**src/rtl/dmem_arb_pkg.sv**
```systemverilog
// -----------------------------------------------------------------------------
// dmem_arb_pkg
//   Shared types and constants for the data-memory arbiter.
//   - arb_state_e : sequencer states (IDLE -> ACCESS -> RESP -> IDLE)
//   - M0 / M1     : owner and last_grant encoding (core port / loader port)
//   - WAIT_W      : width of the wait-state counter (covers 0..15)
// -----------------------------------------------------------------------------
package dmem_arb_pkg;

    typedef enum logic [1:0] {
        IDLE   = 2'd0,
        ACCESS = 2'd1,
        RESP   = 2'd2
    } arb_state_e;

    localparam logic M0 = 1'b0;
    localparam logic M1 = 1'b1;

    localparam int WAIT_W = 4;

endpackage

```
**src/rtl/dmem_arbiter_rr_pick2.sv**
```systemverilog
// -----------------------------------------------------------------------------
// rr_pick2
//   Combinational two-way picker used by dmem_arbiter in its IDLE state.
//   Ports:
//     req[1:0]   in   request vector, bit 0 = master 0, bit 1 = master 1
//     last_grant in   master that won the previous arbitration
//     valid      out  at least one request is present
//     winner     out  index of the chosen master (M0 / M1)
//   Configuration macro: DMEM_ARB_FIXED_PRIO_EN
//     defined   -> fixed priority, master 0 wins every tie
//     undefined -> round-robin, the master other than last_grant wins a tie
// -----------------------------------------------------------------------------
module rr_pick2
    import dmem_arb_pkg::*;
(
    input  logic [1:0] req,
    input  logic       last_grant,
    output logic       valid,
    output logic       winner
);

`ifdef DMEM_ARB_FIXED_PRIO_EN
    // History is irrelevant in fixed-priority mode.
    logic unused_last_grant;
    assign unused_last_grant = last_grant;
`endif

    always_comb begin
        valid  = |req;
        winner = M0;
        if (req == 2'b11) begin
`ifdef DMEM_ARB_FIXED_PRIO_EN
            winner = M0;
`else
            winner = ~last_grant;
`endif
        end else if (req[1]) begin
            winner = M1;
        end
    end

endmodule

```
**src/rtl/dmem_arbiter.sv**
```systemverilog
// -----------------------------------------------------------------------------
// dmem_arbiter
//   Shares one single-port data memory between the core load/store path
//   (master 0) and a loader/debug port (master 1). One access at a time:
//   IDLE arbitrates and latches the winner's request, ACCESS drives the
//   memory for WAIT_STATES+1 cycles, RESP returns a one-cycle rvalid.
//
//   Handshake: a master raises mX_req with we/addr/wdata stable and keeps it
//   high until it sees mX_gnt (a one-cycle pulse meaning the fields have been
//   latched). It must drop req, or present its next request, by the cycle
//   after gnt. Completion is signalled by a one-cycle mX_rvalid; load data is
//   on mX_rdata with it and held until the next load completes.
//
//   Parameters: ADDR_W, DATA_W, WAIT_STATES (0..15 extra access cycles)
//   Ports:
//     clk, reset (async, active low)
//     m0_* / m1_* : req, we, addr, wdata in; gnt, rvalid, rdata out
//     mem_addr, mem_wdata, mem_rd_en, mem_wr_en out; mem_rdata in (comb)
//     state_dbg   : current sequencer state, for observation only
//   Configuration macro: DMEM_ARB_FIXED_PRIO_EN (fixed priority, m0 wins ties;
//   last_grant is then not kept).
//
//   Every output is a flop, so nothing on a request input reaches gnt or the
//   memory pins in the same cycle.
// -----------------------------------------------------------------------------
module dmem_arbiter
    import dmem_arb_pkg::*;
#(
    parameter int ADDR_W      = 32,
    parameter int DATA_W      = 32,
    parameter int WAIT_STATES = 0
) (
    input  logic              clk,
    input  logic              reset,

    input  logic              m0_req,
    input  logic              m0_we,
    input  logic [ADDR_W-1:0] m0_addr,
    input  logic [DATA_W-1:0] m0_wdata,
    output logic              m0_gnt,
    output logic              m0_rvalid,
    output logic [DATA_W-1:0] m0_rdata,

    input  logic              m1_req,
    input  logic              m1_we,
    input  logic [ADDR_W-1:0] m1_addr,
    input  logic [DATA_W-1:0] m1_wdata,
    output logic              m1_gnt,
    output logic              m1_rvalid,
    output logic [DATA_W-1:0] m1_rdata,

    output logic [ADDR_W-1:0] mem_addr,
    output logic [DATA_W-1:0] mem_wdata,
    output logic              mem_rd_en,
    output logic              mem_wr_en,
    input  logic [DATA_W-1:0] mem_rdata,

    output arb_state_e        state_dbg
);

    localparam logic [WAIT_W-1:0] WS = WAIT_W'(WAIT_STATES);

    arb_state_e        state_q;
    logic [WAIT_W-1:0] cnt_q;
    logic              owner_q;
    logic              we_q;
    logic [DATA_W-1:0] resp_q;
    logic              last_grant;

    logic              pick_valid;
    logic              pick_winner;
    logic              sel_we;
    logic [ADDR_W-1:0] sel_addr;
    logic [DATA_W-1:0] sel_wdata;

`ifdef DMEM_ARB_FIXED_PRIO_EN
    assign last_grant = M1;
`else
    logic last_grant_q;
    assign last_grant = last_grant_q;
`endif

    rr_pick2 u_pick (
        .req        ({m1_req, m0_req}),
        .last_grant (last_grant),
        .valid      (pick_valid),
        .winner     (pick_winner)
    );

    // Request fields of whichever master the picker chose.
    always_comb begin
        sel_we    = m0_we;
        sel_addr  = m0_addr;
        sel_wdata = m0_wdata;
        if (pick_winner == M1) begin
            sel_we    = m1_we;
            sel_addr  = m1_addr;
            sel_wdata = m1_wdata;
        end
    end

    always_ff @(posedge clk or negedge reset) begin
        if (!reset) begin
            state_q      <= IDLE;
            cnt_q        <= '0;
            owner_q      <= M0;
            we_q         <= 1'b0;
            resp_q       <= '0;
            mem_addr     <= '0;
            mem_wdata    <= '0;
            mem_rd_en    <= 1'b0;
            mem_wr_en    <= 1'b0;
            m0_gnt       <= 1'b0;
            m1_gnt       <= 1'b0;
            m0_rvalid    <= 1'b0;
            m1_rvalid    <= 1'b0;
`ifndef DMEM_ARB_FIXED_PRIO_EN
            last_grant_q <= M1;
`endif
        end else begin
            // gnt and rvalid are single-cycle pulses.
            m0_gnt    <= 1'b0;
            m1_gnt    <= 1'b0;
            m0_rvalid <= 1'b0;
            m1_rvalid <= 1'b0;

            case (state_q)
                IDLE: begin
                    if (pick_valid) begin
                        owner_q   <= pick_winner;
                        we_q      <= sel_we;
                        mem_addr  <= sel_addr;
                        mem_wdata <= sel_wdata;
                        cnt_q     <= WS;
                        m0_gnt    <= (pick_winner == M0);
                        m1_gnt    <= (pick_winner == M1);
                        mem_rd_en <= ~sel_we;
                        // With no wait states the first ACCESS cycle is
                        // also the last, so the write strobe starts here.
                        mem_wr_en <= sel_we && (WS == '0);
`ifndef DMEM_ARB_FIXED_PRIO_EN
                        last_grant_q <= pick_winner;
`endif
                        state_q   <= ACCESS;
                    end
                end

                ACCESS: begin
                    if (cnt_q == '0) begin
                        // Final cycle: memory has had WAIT_STATES+1 cycles.
                        if (!we_q) begin
                            resp_q <= mem_rdata;
                        end
                        mem_rd_en <= 1'b0;
                        mem_wr_en <= 1'b0;
                        m0_rvalid <= (owner_q == M0);
                        m1_rvalid <= (owner_q == M1);
                        state_q   <= RESP;
                    end else begin
                        cnt_q     <= cnt_q - WAIT_W'(1);
                        // Raise the strobe for the cycle where cnt_q hits 0,
                        // so each store writes exactly once.
                        mem_wr_en <= we_q && (cnt_q == WAIT_W'(1));
                    end
                end

                RESP: begin
                    state_q <= IDLE;
                end

                default: begin
                    state_q <= IDLE;
                end
            endcase
        end
    end

    // One shared response register feeds both channels.
    assign m0_rdata  = resp_q;
    assign m1_rdata  = resp_q;
    assign state_dbg = state_q;

endmodule

```
**config.mk**
```make
export PLATFORM = sky130hd
export DESIGN_NAME = dmem_arbiter
export DESIGN_NICKNAME = d
export VERILOG_FILES = /design/src/rtl/dmem_arb_pkg.sv /design/src/rtl/dmem_arbiter_rr_pick2.sv /design/src/rtl/dmem_arbiter.sv
export SDC_FILE = /design/constraint.sdc
export NUM_CORES = 1
export LEC_CHECK = 0
export CORE_UTILIZATION = 30
export DETAILED_ROUTE_END_ITERATION = 7
export PLACE_DENSITY = 0.69
export SYNTH_ARGS = -nofsm -noshare
export SYNTH_HDL_FRONTEND = slang
export SYNTH_SLANG_ARGS = --single-unit
```
**constraint.sdc**
```tcl
create_clock -name clk -period 1.98 [get_ports clk]
set_input_delay 0.594 -clock clk [delete_from_list [all_inputs] [get_ports clk]]
set_output_delay 0.594 -clock clk [all_outputs]
set_load 0.005 [all_outputs]
```
==> flow_summary_export.csv, run 1 <==
group,metric,value,unit
clocking,clkTransAtPathRegs,0.08,ns
placement,place_area,0.00832,sq mm
setup_path,reg2reg_setup_slack,0.06,ns
synth,synthesis.area,0.00516,sq mm
routing,totalWireLength,15900,um
synth,synth_edf_count,0,
clocking,htree_levels,3,
die,core,0.0167,sq mm
cells_and_area,fin_nets,868,
routing,routedWlPerCell,17.2,um
flow_run,maxCapViolCount,0,
power_and_ir_drop,power_density,1420,mW/mm^2
clocking,cts_buffers,9,
clocking,cts_max_path_buffers,2,
routing,dr.pass1.iters,4,
setup_path,critPathLaunch,"cnt_q[1]$_DFFE_PN0P_",
min_path,hp-class,"in2async",
synth,netlist_top_cells_area,"dfrtp_1 53%, mux2_4 8.7%, mux2i_1 8.3%, o21ai_0 8.2%, buf_4 4.7%",
die,io_pins,302,
sta,max_freq,521,MHz
setup_path,cp-start-kind,"register",
routing,vias,4511,
placement,place.detailed.hpwl,11500,um
die,die_w,133,um
cells_and_area,postLayoutCoreUtil,0.526,
power_and_ir_drop,cellLeakagePower,3.83,nW
routing,vias_per_cell,4.88,
power_and_ir_drop,irDropWorstVdd,0.636,mV
synth,synth_async_sr_flop_share,1.00,
setup_path,path_cells,"inv_2 -> ha_4 -> or3b_4 -> nor3_4 -> buf_12 -> clkbuf_16 -> mux2_4",
cells_and_area,stdcell_area,0.00879,sq mm
setup_path,critPathKind,"reg2reg",
cells_and_area,fillerInstances,1415,
synth,synth_common_cells,"110 x dfrtp_1, 85 x o21ai_0, 43 x mux2i_1, 32 x buf_4, 30 x mux2_4",
routing,drt_iter0_markers,147,
sta,skew,0.00659,ns
setup_path,worst-r2r-cell-count,7,
synth,synth_seq_cells,111,
synth,yosysMostFrequentCell,"dfrtp_1",
setup_path,crit_slowest_cell,"dfrtp_1",
global_routing,grt_pass1_wl,24900,um
die,die_area,0.0177,sq mm
sta,fin_crit_sh,0.969,
setup_path,cp-end-kind,"register",
global_routing,grt_max_degree,45,
routing,ant_nets,0,
synth,syn_nets,589,
synth,ys_seq_area_frac,0.539,
synth,yosys.area.top_type,"dfrtp_1",
cells_and_area,syn2layout_area_growth,70.4,%
sta,tightest_slew,0.401,ns
die,fp.dieH,133,um
clocking,hold_buffers,0,
power_and_ir_drop,power,12.5,mW
global_routing,overflow,0,
setup_path,crit_end,"m0_rdata[10]$_DFFE_PN0P_",
setup_path,rr_startpoint,"cnt_q[1]$_DFFE_PN0P_",
global_routing,grtUsageTotal,0.180,
synth,ys_warn_count,0,
sta,hold_viol,0,
synth,avgSynthCellArea,12.3,sq um
clocking,cts_tree,"yes",
setup_path,critPathMaxStageDelay,0.40,ns
sta,grt_setup_unrepaired,"no",
outcome,outcome,"completed",
clocking,cts-root-buf,"clkbuf_16",
setup_path,arrival,2.15,ns
synth,synth_top_area_share,0.533,
cells_and_area,drive_gt1_frac,0.129,
sta,setup_tns,0,ns
global_routing,grt_antenna_before_repair,0,
placement,dp_slack,-0.135,ns
setup_path,regToRegEndpoint,"m0_rdata[10]$_DFFE_PN0P_",
synth,netlist_instances,421,
sta,maxSlewViolCount,0,
sta,setup_slack,0.0615,ns
sta,timing.slew.headroom,0.733,
die,num_rows,47,
sta,period_needed,1.92,ns
clocking,cts.sinks,111,
synth,synthFlopType,"dfrtp_1",
die,start_util,0.309,
cells_and_area,antenna_cells,0,
sta,setup_viol,0,
routing,drcViolationCount,0,
clocking,insertion_delay,0.35,ns
global_routing,grt_pass1_vias,4695,
setup_path,cp_max_fo,8,
placement,gp_congestion,0.771,
synth,ys_types,37,
setup_path,required,2.21,ns
placement,portBuffers,301,
==> registers in the layout, indices dropped and copies added, names as in the netlist, 2 cells and up <==
signal and flops:
cnt_q 4, m0_rdata 32, mem_addr 32, mem_wdata 32, state_dbg 2
==> metal layers <==
layer	share of wire	GRT usage	vias to the layer above	routed length (um)
met2	0.50	0.319	220	8040
li1	-	-	2066	-
met5	0	0	-	0
met4	0.028	0.0770	0	452
met1	0.39	0.204	2196	6290
met3	0.072	0.0479	29	1140
==> power breakdown <==
group	switching [mW]	total (mW)	internal, mW
Clock	0.870	2.00	1.13
Combinational	2.22	6.42	4.19
Sequential	0.734	4.11	3.38
Total	3.83	12.5	8.70
==> critical path, delay by kind of cell, from the launching register on <==
| family | cells | cell delay (ns) |
|---|---|---|
| simple gates | 2 | 0.55 |
| buf+inv | 3 | 0.42 |
| flops | 1 | 0.40 |
| mux | 1 | 0.29 |
| fa+ha+maj | 1 | 0.14 |
==> stage by stage <==
stage          std cells  hold slack [ns]
2_1_floorplan        421            0.298
3_3_place_gp         903            0.478
3_5_place_dp         903            0.486
4_1_cts              924            0.135
5_1_grt              925            0.139
6_report             925            0.142
==> area by class of cell <==
class | instances | area (sq um) | share of cell area
clock inverters | 7 | 104 | 0.0118
well taps | 220 | 275 | 0.0313
inverters | 3 | 11.3 | 0.00128
clock buffers | 9 | 225 | 0.0256
repair buffers | 331 | 3390 | 0.386
multi-input cells | 244 | 2010 | 0.228
flip-flops and latches | 111 | 2780 | 0.316
==> what timing repair did <==
| action | CTS | global route |
|---|---|---|
| cloned | 2 | 1 |
| buffers inserted | 3 | 0 |
| pin swaps | 2 | 1 |
| resized for setup | 9 | 3 |
| endpoints found under the setup margin | 34 | 32 |
==> how the worst min path moves through the flow <==
stage | to | startpoint | depth (start not counted) | slack [ns]
detailed placement | m0_rvalid$_DFF_PN0_ | owner_q$_DFFE_PN0P_ | 1 | 0.49
finish | m0_rdata[27]$_DFFE_PN0P_ | reset | 1 | 0.14
CTS | m0_rdata[26]$_DFFE_PN0P_ | reset | 1 | 0.13
global route | m0_rdata[27]$_DFFE_PN0P_ | reset | 1 | 0.14
floorplan | cnt_q[0]$_DFFE_PN0P_ | reset | 0 | 0.30
global placement | m0_rvalid$_DFF_PN0_ | owner_q$_DFFE_PN0P_ | 1 | 0.48
==> layout by cell type (no fill, tap or decap), drive strengths merged, types with 2 or more instances in the layout <==
cell	Yosys	final
a21o	3	3
dfrtp	110	110
and3	24	24
nor3	5	5
o21ai	87	87
nand3	2	2
nor2	4	4
a221o	23	23
buf	46	30
clkbuf	17	10
nor2b	2	2
bufinv	0	2
ha	2	2
nand2	3	3
inv	3	6
mux2	32	32
clkinvlp	0	2
clkdlybuf4s50	0	298
o221ai	2	2
mux2i	43	43
==> kinds of logic (layout without fill, tap and decap cells) <==
group / count (synthesis) / after routing / synth area share
mux: 75 / 75 / 0.175
compound gates: 121 / 121 / 0.145
buf+inv: 66 / 350 / 0.0795
fa+ha+maj: 2 / 2 / 0.00485
simple gates: 46 / 46 / 0.0565
flops: 111 / 111 / 0.539
Note: power is estimated with default switching activity, not from simulation.
==> inputs of run 2 (changes only) <==
--- a/config.mk
+++ b/config.mk
@@ -8,2 +8,3 @@
 export CORE_UTILIZATION = 30
+export CTS_CLUSTER_DIAMETER = 60
 export DETAILED_ROUTE_END_ITERATION = 7
--- a/constraint.sdc
+++ b/constraint.sdc
@@ -3,2 +3,2 @@
 set_output_delay 0.594 -clock clk [all_outputs]
-set_load 0.005 [all_outputs]
+set_load 0.01 [all_outputs]
==> run 2 against run 1 <==
Total power is 4.2% higher. Flip-flop and latch count did not move. Die area did not move. Sequential share of layout area about the same. Sequential power is essentially flat. Global-route usage barely moved. Combinational power rose by 8.3%. Via count is 0.64% lower. Largest power group unchanged. Highest routed layer unchanged.
==> flow_summary_export.csv, run 2 (synthesis results as in run 1) <==
group,metric,value,unit
setup_path,critPathKind,"reg2reg",
sta,skew,0.00689,ns
cells_and_area,fillerInstances,1420,
setup_path,arrival,2.19,ns
outcome,outcome,"completed",
clocking,cts_max_path_buffers,2,
global_routing,overflow,0,
power_and_ir_drop,p_clk_frac,0.153,
power_and_ir_drop,seq_power_share,0.315,
clocking,insertion_delay,0.35,ns
sta,hold_viol,0,
setup_path,path_buf_inv,3,
power_and_ir_drop,p_comb_frac,0.532,
cells_and_area,syn2layout_area_growth,70.2,%
cells_and_area,layout_commonest_cell,"clkdlybuf4s50_1",
routing,totalWireLength,15900,um
placement,gp_congestion,0.771,
setup_path,cp_max_fo,8,
global_routing,grtUsageTotal,0.180,
routing,dr.pass1.iters,4,
placement,place.detailed.hpwl,11500,um
sta,fin_crit_sh,0.989,
cells_and_area,regArea,0.00278,sq mm
routing,drt_iter0_markers,143,
setup_path,crit_slowest_cell,"dfrtp_1",
power_and_ir_drop,power_density,1490,mW/mm^2
power_and_ir_drop,cellLeakagePower,3.82,nW
clocking,htree_levels,3,
clocking,cts-root-buf,"clkbuf_16",
sta,holdWs,0.142,ns
cells_and_area,antenna_cells,0,
setup_path,cp-start-kind,"register",
clocking,clkTransAtPathRegs,0.08,ns
clocking,cts.sinks,111,
global_routing,grt_max_degree,45,
global_routing,grt_pass1_wl,24900,um
flow_run,maxCapViolCount,0,
setup_path,worst-r2r-cell-count,7,
sta,period_needed,1.96,ns
sta,setup_viol,0,
cells_and_area,stdcell_area,0.00878,sq mm
setup_path,critPathMaxStageDelay,0.40,ns
die,num_rows,47,
clocking,cts_tree,"yes",
placement,portBuffers,301,
die,fp.dieH,133,um
placement,place_area,0.00832,sq mm
die,die_w,133,um
setup_path,cp-end-kind,"register",
sta,tightest_slew,0.395,ns
setup_path,regToRegEndpoint,"m0_rdata[10]$_DFFE_PN0P_",
min_path,hp-class,"in2async",
power_and_ir_drop,power,13.0,mW
cells_and_area,drive_gt1_frac,0.130,
routing,routedWlPerCell,17.2,um
clocking,hold_buffers,0,
sta,max_freq,510,MHz
global_routing,grt_pass1_vias,4687,
routing,drcViolationCount,0,
cells_and_area,layout_common_cells,"298 x clkdlybuf4s50_1, 110 x dfrtp_1, 84 x o21ai_0",
die,core,0.0167,sq mm
sta,grt_setup_unrepaired,"yes",
routing,vias_per_cell,4.84,
sta,maxSlewViolCount,0,
power_and_ir_drop,p_sw_frac,0.334,
die,die_area,0.0177,sq mm
setup_path,path_cells,"inv_2 -> ha_4 -> or3b_4 -> nor3_4 -> buf_6 -> clkbuf_16 -> mux2_4",
cells_and_area,fin_nets,869,
setup_path,rr_startpoint,"cnt_q[1]$_DFFE_PN0P_",
power_and_ir_drop,irDropWorstVdd,0.687,mV
power_and_ir_drop,switchingPower,4.35,mW
power_and_ir_drop,intPower,8.70,mW
clocking,cts_buffers,9,
setup_path,cp_top_family,"simple AND/OR/NAND/NOR gates",
setup_path,required,2.21,ns
die,start_util,0.309,
setup_path,worst-path-stages,7,
setup_path,reg2reg_setup_slack,0.02,ns
sta,timing.slew.headroom,0.737,
global_routing,grt_antenna_before_repair,0,
routing,ant_nets,0,
cells_and_area,multi_input_area,0.00201,sq mm
routing,vias,4482,
die,io_pins,302,
## run 2: power groups by stage
stage / clock, mW / combinational (mW) / sequential, mW
global placement: 0 / 6.69 / 4.08
floorplan: 0 / 2.89 / 4.51
global route: 2.19 / 7.39 / 4.24
detailed placement: 0 / 6.77 / 4.13
finish: 2.00 / 6.95 / 4.11
CTS: 2.07 / 6.94 / 4.10
## run 2: layer usage
metal	share of wire	routed length (um)	track usage	up-vias
li1	-	-	-	2066
met1	0.39	6250	0.205	2163
met2	0.51	8030	0.319	224
met3	0.073	1160	0.0479	29
met4	0.028	452	0.0770	0
met5	0	0	0	-
## run 2: timing repair
item / 4_1_cts / 5_1_grt
setup endpoints to repair: 34 / 32
setup buffers: 3 / 1
cloned: 2 / 1
pin swaps: 0 / 1
hold endpoints to repair: 0 / 0
resized for setup: 9 / 4
## run 2: how the worst max path moves through the flow
stage | slack (ns) | endpoint | from
4_1_cts | -0.02 | m0_rdata[6]$_DFFE_PN0P_ | cnt_q[1]$_DFFE_PN0P_
5_1_grt | -0.03 | m0_rdata[29]$_DFFE_PN0P_ | cnt_q[1]$_DFFE_PN0P_
6_report | 0.02 | m0_rdata[10]$_DFFE_PN0P_ | cnt_q[1]$_DFFE_PN0P_
3_5_place_dp | -0.14 | mem_wdata[17]$_DFFE_PN0P_ | m0_req
2_1_floorplan | 0.03 | m0_rdata[10]$_DFFE_PN0P_ | cnt_q[0]$_DFFE_PN0P_
3_3_place_gp | -0.06 | mem_wdata[16]$_DFFE_PN0P_ | m0_req
## run 2: layout make-up
class | count | share of cell area
clock buffer | 9 | 0.0256
clock inverter | 7 | 0.0118
multi-input combinational | 244 | 0.229
timing repair buffer | 332 | 0.385
tap | 220 | 0.0313
sequential | 111 | 0.316
inverter | 3 | 0.00128
## run 2: metrics by stage
stage / utilization / std cells / setup WS [ns] / TNS (ns)
6_report: 0.526 / 926 / 0.0209 / 0
4_1_cts: 0.524 / 924 / -0.0200 / -0.259
2_1_floorplan: - / 421 / 0.0267 / 0
3_3_place_gp: 0.498 / 903 / -0.0595 / -1.58
5_1_grt: 0.526 / 926 / -0.0315 / -0.557
3_5_place_dp: 0.498 / 903 / -0.135 / -7.70
==> inputs of run 3 (changes only) <==
Clock period 1.98 ns to 1.7 ns, I/O delays scaled along.
==> run 3 against run 2 <==
The run now ends with setup timing left. Sequential power rose by 15%. Wire length up 2.3%. Highest routed layer unchanged. Utilization decreased by 0.46 points. Critical path depth unchanged. Largest power group unchanged.
==> flow_summary_export.csv, run 3 (synthesis results as in run 1) <==
group,metric,value,unit
sta,maxSlewViolCount,0,
outcome,violations,"setup timing",
routing,drcViolationCount,0,
cells_and_area,fin_nets,874,
setup_path,crit_slowest_cell,"dfrtp_1",
clocking,cts_buffers,9,
cells_and_area,postLayoutCoreUtil,0.521,
cells_and_area,fillerInstances,1485,
cells_and_area,syn2layout_area_growth,68.7,%
clocking,cts-root-buf,"clkbuf_16",
setup_path,critPathKind,"reg2reg",
sta,setup_slack,-0.202,ns
placement,place_area,0.00832,sq mm
cells_and_area,drive_gt1_frac,0.133,
flow_run,maxCapViolCount,0,
sta,holdWs,0.0481,ns
sta,grt_setup_unrepaired,"yes",
cells_and_area,layout_commonest_cell,"clkdlybuf4s50_1",
setup_path,path_cells,"inv_2 -> ha_4 -> or3b_4 -> nor3_4 -> buf_12 -> clkbuf_16 -> mux2_4",
routing,dr.pass1.iters,5,
cells_and_area,final_cells,929,
global_routing,grt_antenna_before_repair,0,
die,core,0.0167,sq mm
global_routing,grt_pass1_vias,4662,
clocking,hold_buffers,0,
sta,skew,0.00811,ns
global_routing,globalRouteMet2Util,0.326,
sta,period_needed,1.90,ns
routing,ant_nets,0,
setup_path,cp-start-kind,"register",
placement,place.detailed.hpwl,11600,um
routing,totalWireLength,16200,um
sta,timing.slew.headroom,0.722,
placement,post-place-cells,902,
clocking,insertion_delay,0.34,ns
clocking,clkTransAtPathRegs,0.07,ns
cells_and_area,layout_common_cells,"162 x clkdlybuf4s50_1, 135 x dlygate4sd2_1, 110 x dfrtp_1",
global_routing,overflow,0,
global_routing,use_met3,0.0521,
global_routing,grt_pass1_wl,25300,um
clocking,cts_tree,"yes",
die,io_pins,302,
setup_path,critPathMaxStageDelay,0.39,ns
global_routing,grtUsageTotal,0.183,
clocking,htree_levels,3,
routing,routedWlPerCell,17.5,um
sta,max_freq,526,MHz
global_routing,top_usage_layer,"met2",
global_routing,grt_max_degree,50,
placement,portBuffers,301,
global_routing,use_met1,0.208,
clocking,cts_max_path_buffers,2,
cells_and_area,stdcell_area,0.00871,sq mm
power_and_ir_drop,cellLeakagePower,4.14,nW
die,start_util,0.309,
routing,drt_iter0_markers,255,
cells_and_area,antenna_cells,0,
setup_path,cp-end-kind,"register",
sta,hold_viol,0,
clocking,cts.sinks,111,
routing,vias,4458,
setup_path,required,1.92,ns
setup_path,cp_max_fo,8,
outcome,outcome,"complete, but fails checks",
sta,tightest_slew,0.417,ns
sta,fin_crit_sh,1.12,
die,die_area,0.0177,sq mm
routing,vias_per_cell,4.80,
power_and_ir_drop,irDropWorstVdd,0.874,mV
die,fp.dieH,133,um
min_path,hp-class,"in2async",
setup_path,arrival,2.13,ns
power_and_ir_drop,power_density,1620,mW/mm^2
die,num_rows,47,
sta,setup_viol,32,
placement,gp_congestion,0.802,
die,die_w,133,um
setup_path,reg2reg_setup_slack,-0.20,ns
## run 3: critical path: cells and delay by family, from the launching register on
kind	cells	cell delay, ns
adder cells (fa/ha/maj)	1	0.12
buffers and inverters	3	0.42
flip-flops	1	0.39
multiplexers	1	0.30
AND/OR/NAND/NOR	2	0.55
## run 3: repair_timing
item | 4_1_cts | 5_1_grt
pin swaps | 2 | 4
setup endpoints to repair | 172 | 85
resized for setup | 148 | 6
setup buffers | 4 | 5
cloned | 2 | 2
## run 3: routing by layer
metal | vias up | share of wire
li1 | 2072 | -
met1 | 2155 | 0.39
met2 | 204 | 0.52
met3 | 27 | 0.072
met4 | 0 | 0.023
met5 | - | 0
## run 3: stage by stage
| step | setup TNS, ns | setup slack (ns) | power, mW |
|---|---|---|---|
| CTS | -8.33 | -0.288 | 14.1 |
| floorplan | -7.81 | -0.253 | 8.61 |
| global route | -7.68 | -0.264 | 15.0 |
| finish | -5.64 | -0.202 | 14.1 |
| detailed placement | -33.55 | -0.391 | 12.7 |
| global placement | -26.37 | -0.294 | 12.5 |
## run 3: area by class of cell
class | count | area, sq um | share of cell area
Timing Repair Buffer | 337 | 3310 | 0.380
Sequential cell | 111 | 2780 | 0.319
Multi-Input combinational cell | 244 | 2020 | 0.232
Tap cell | 220 | 275 | 0.0316
Clock buffer | 11 | 243 | 0.0279
Clock inverter | 3 | 68.8 | 0.00790
Inverter | 3 | 11.3 | 0.00129
## run 3: worst paths after layout
check	to	start	cells after the start
worst min register to register	m0_rvalid$_DFF_PN0_	owner_q$_DFFE_PN0P_	1
min in group clk	m0_rvalid$_DFF_PN0_	owner_q$_DFFE_PN0P_	1
worst min-delay path	m0_rdata[4]$_DFFE_PN0P_	reset	1
max in group asynchronous	last_grant$_DFFE_PN1P_	reset	2
worst max register to register	m0_rdata[28]$_DFFE_PN0P_	cnt_q[0]$_DFFE_PN0P_	7
worst max-delay path	m0_rdata[28]$_DFFE_PN0P_	cnt_q[0]$_DFFE_PN0P_	7
## run 3: power breakdown
group,total [mW],switching [mW],internal (mW)
clock,2.26,0.935,1.32
sequential,4.71,0.775,3.93
combinational,7.12,3.27,3.85
total,14.1,4.98,9.10
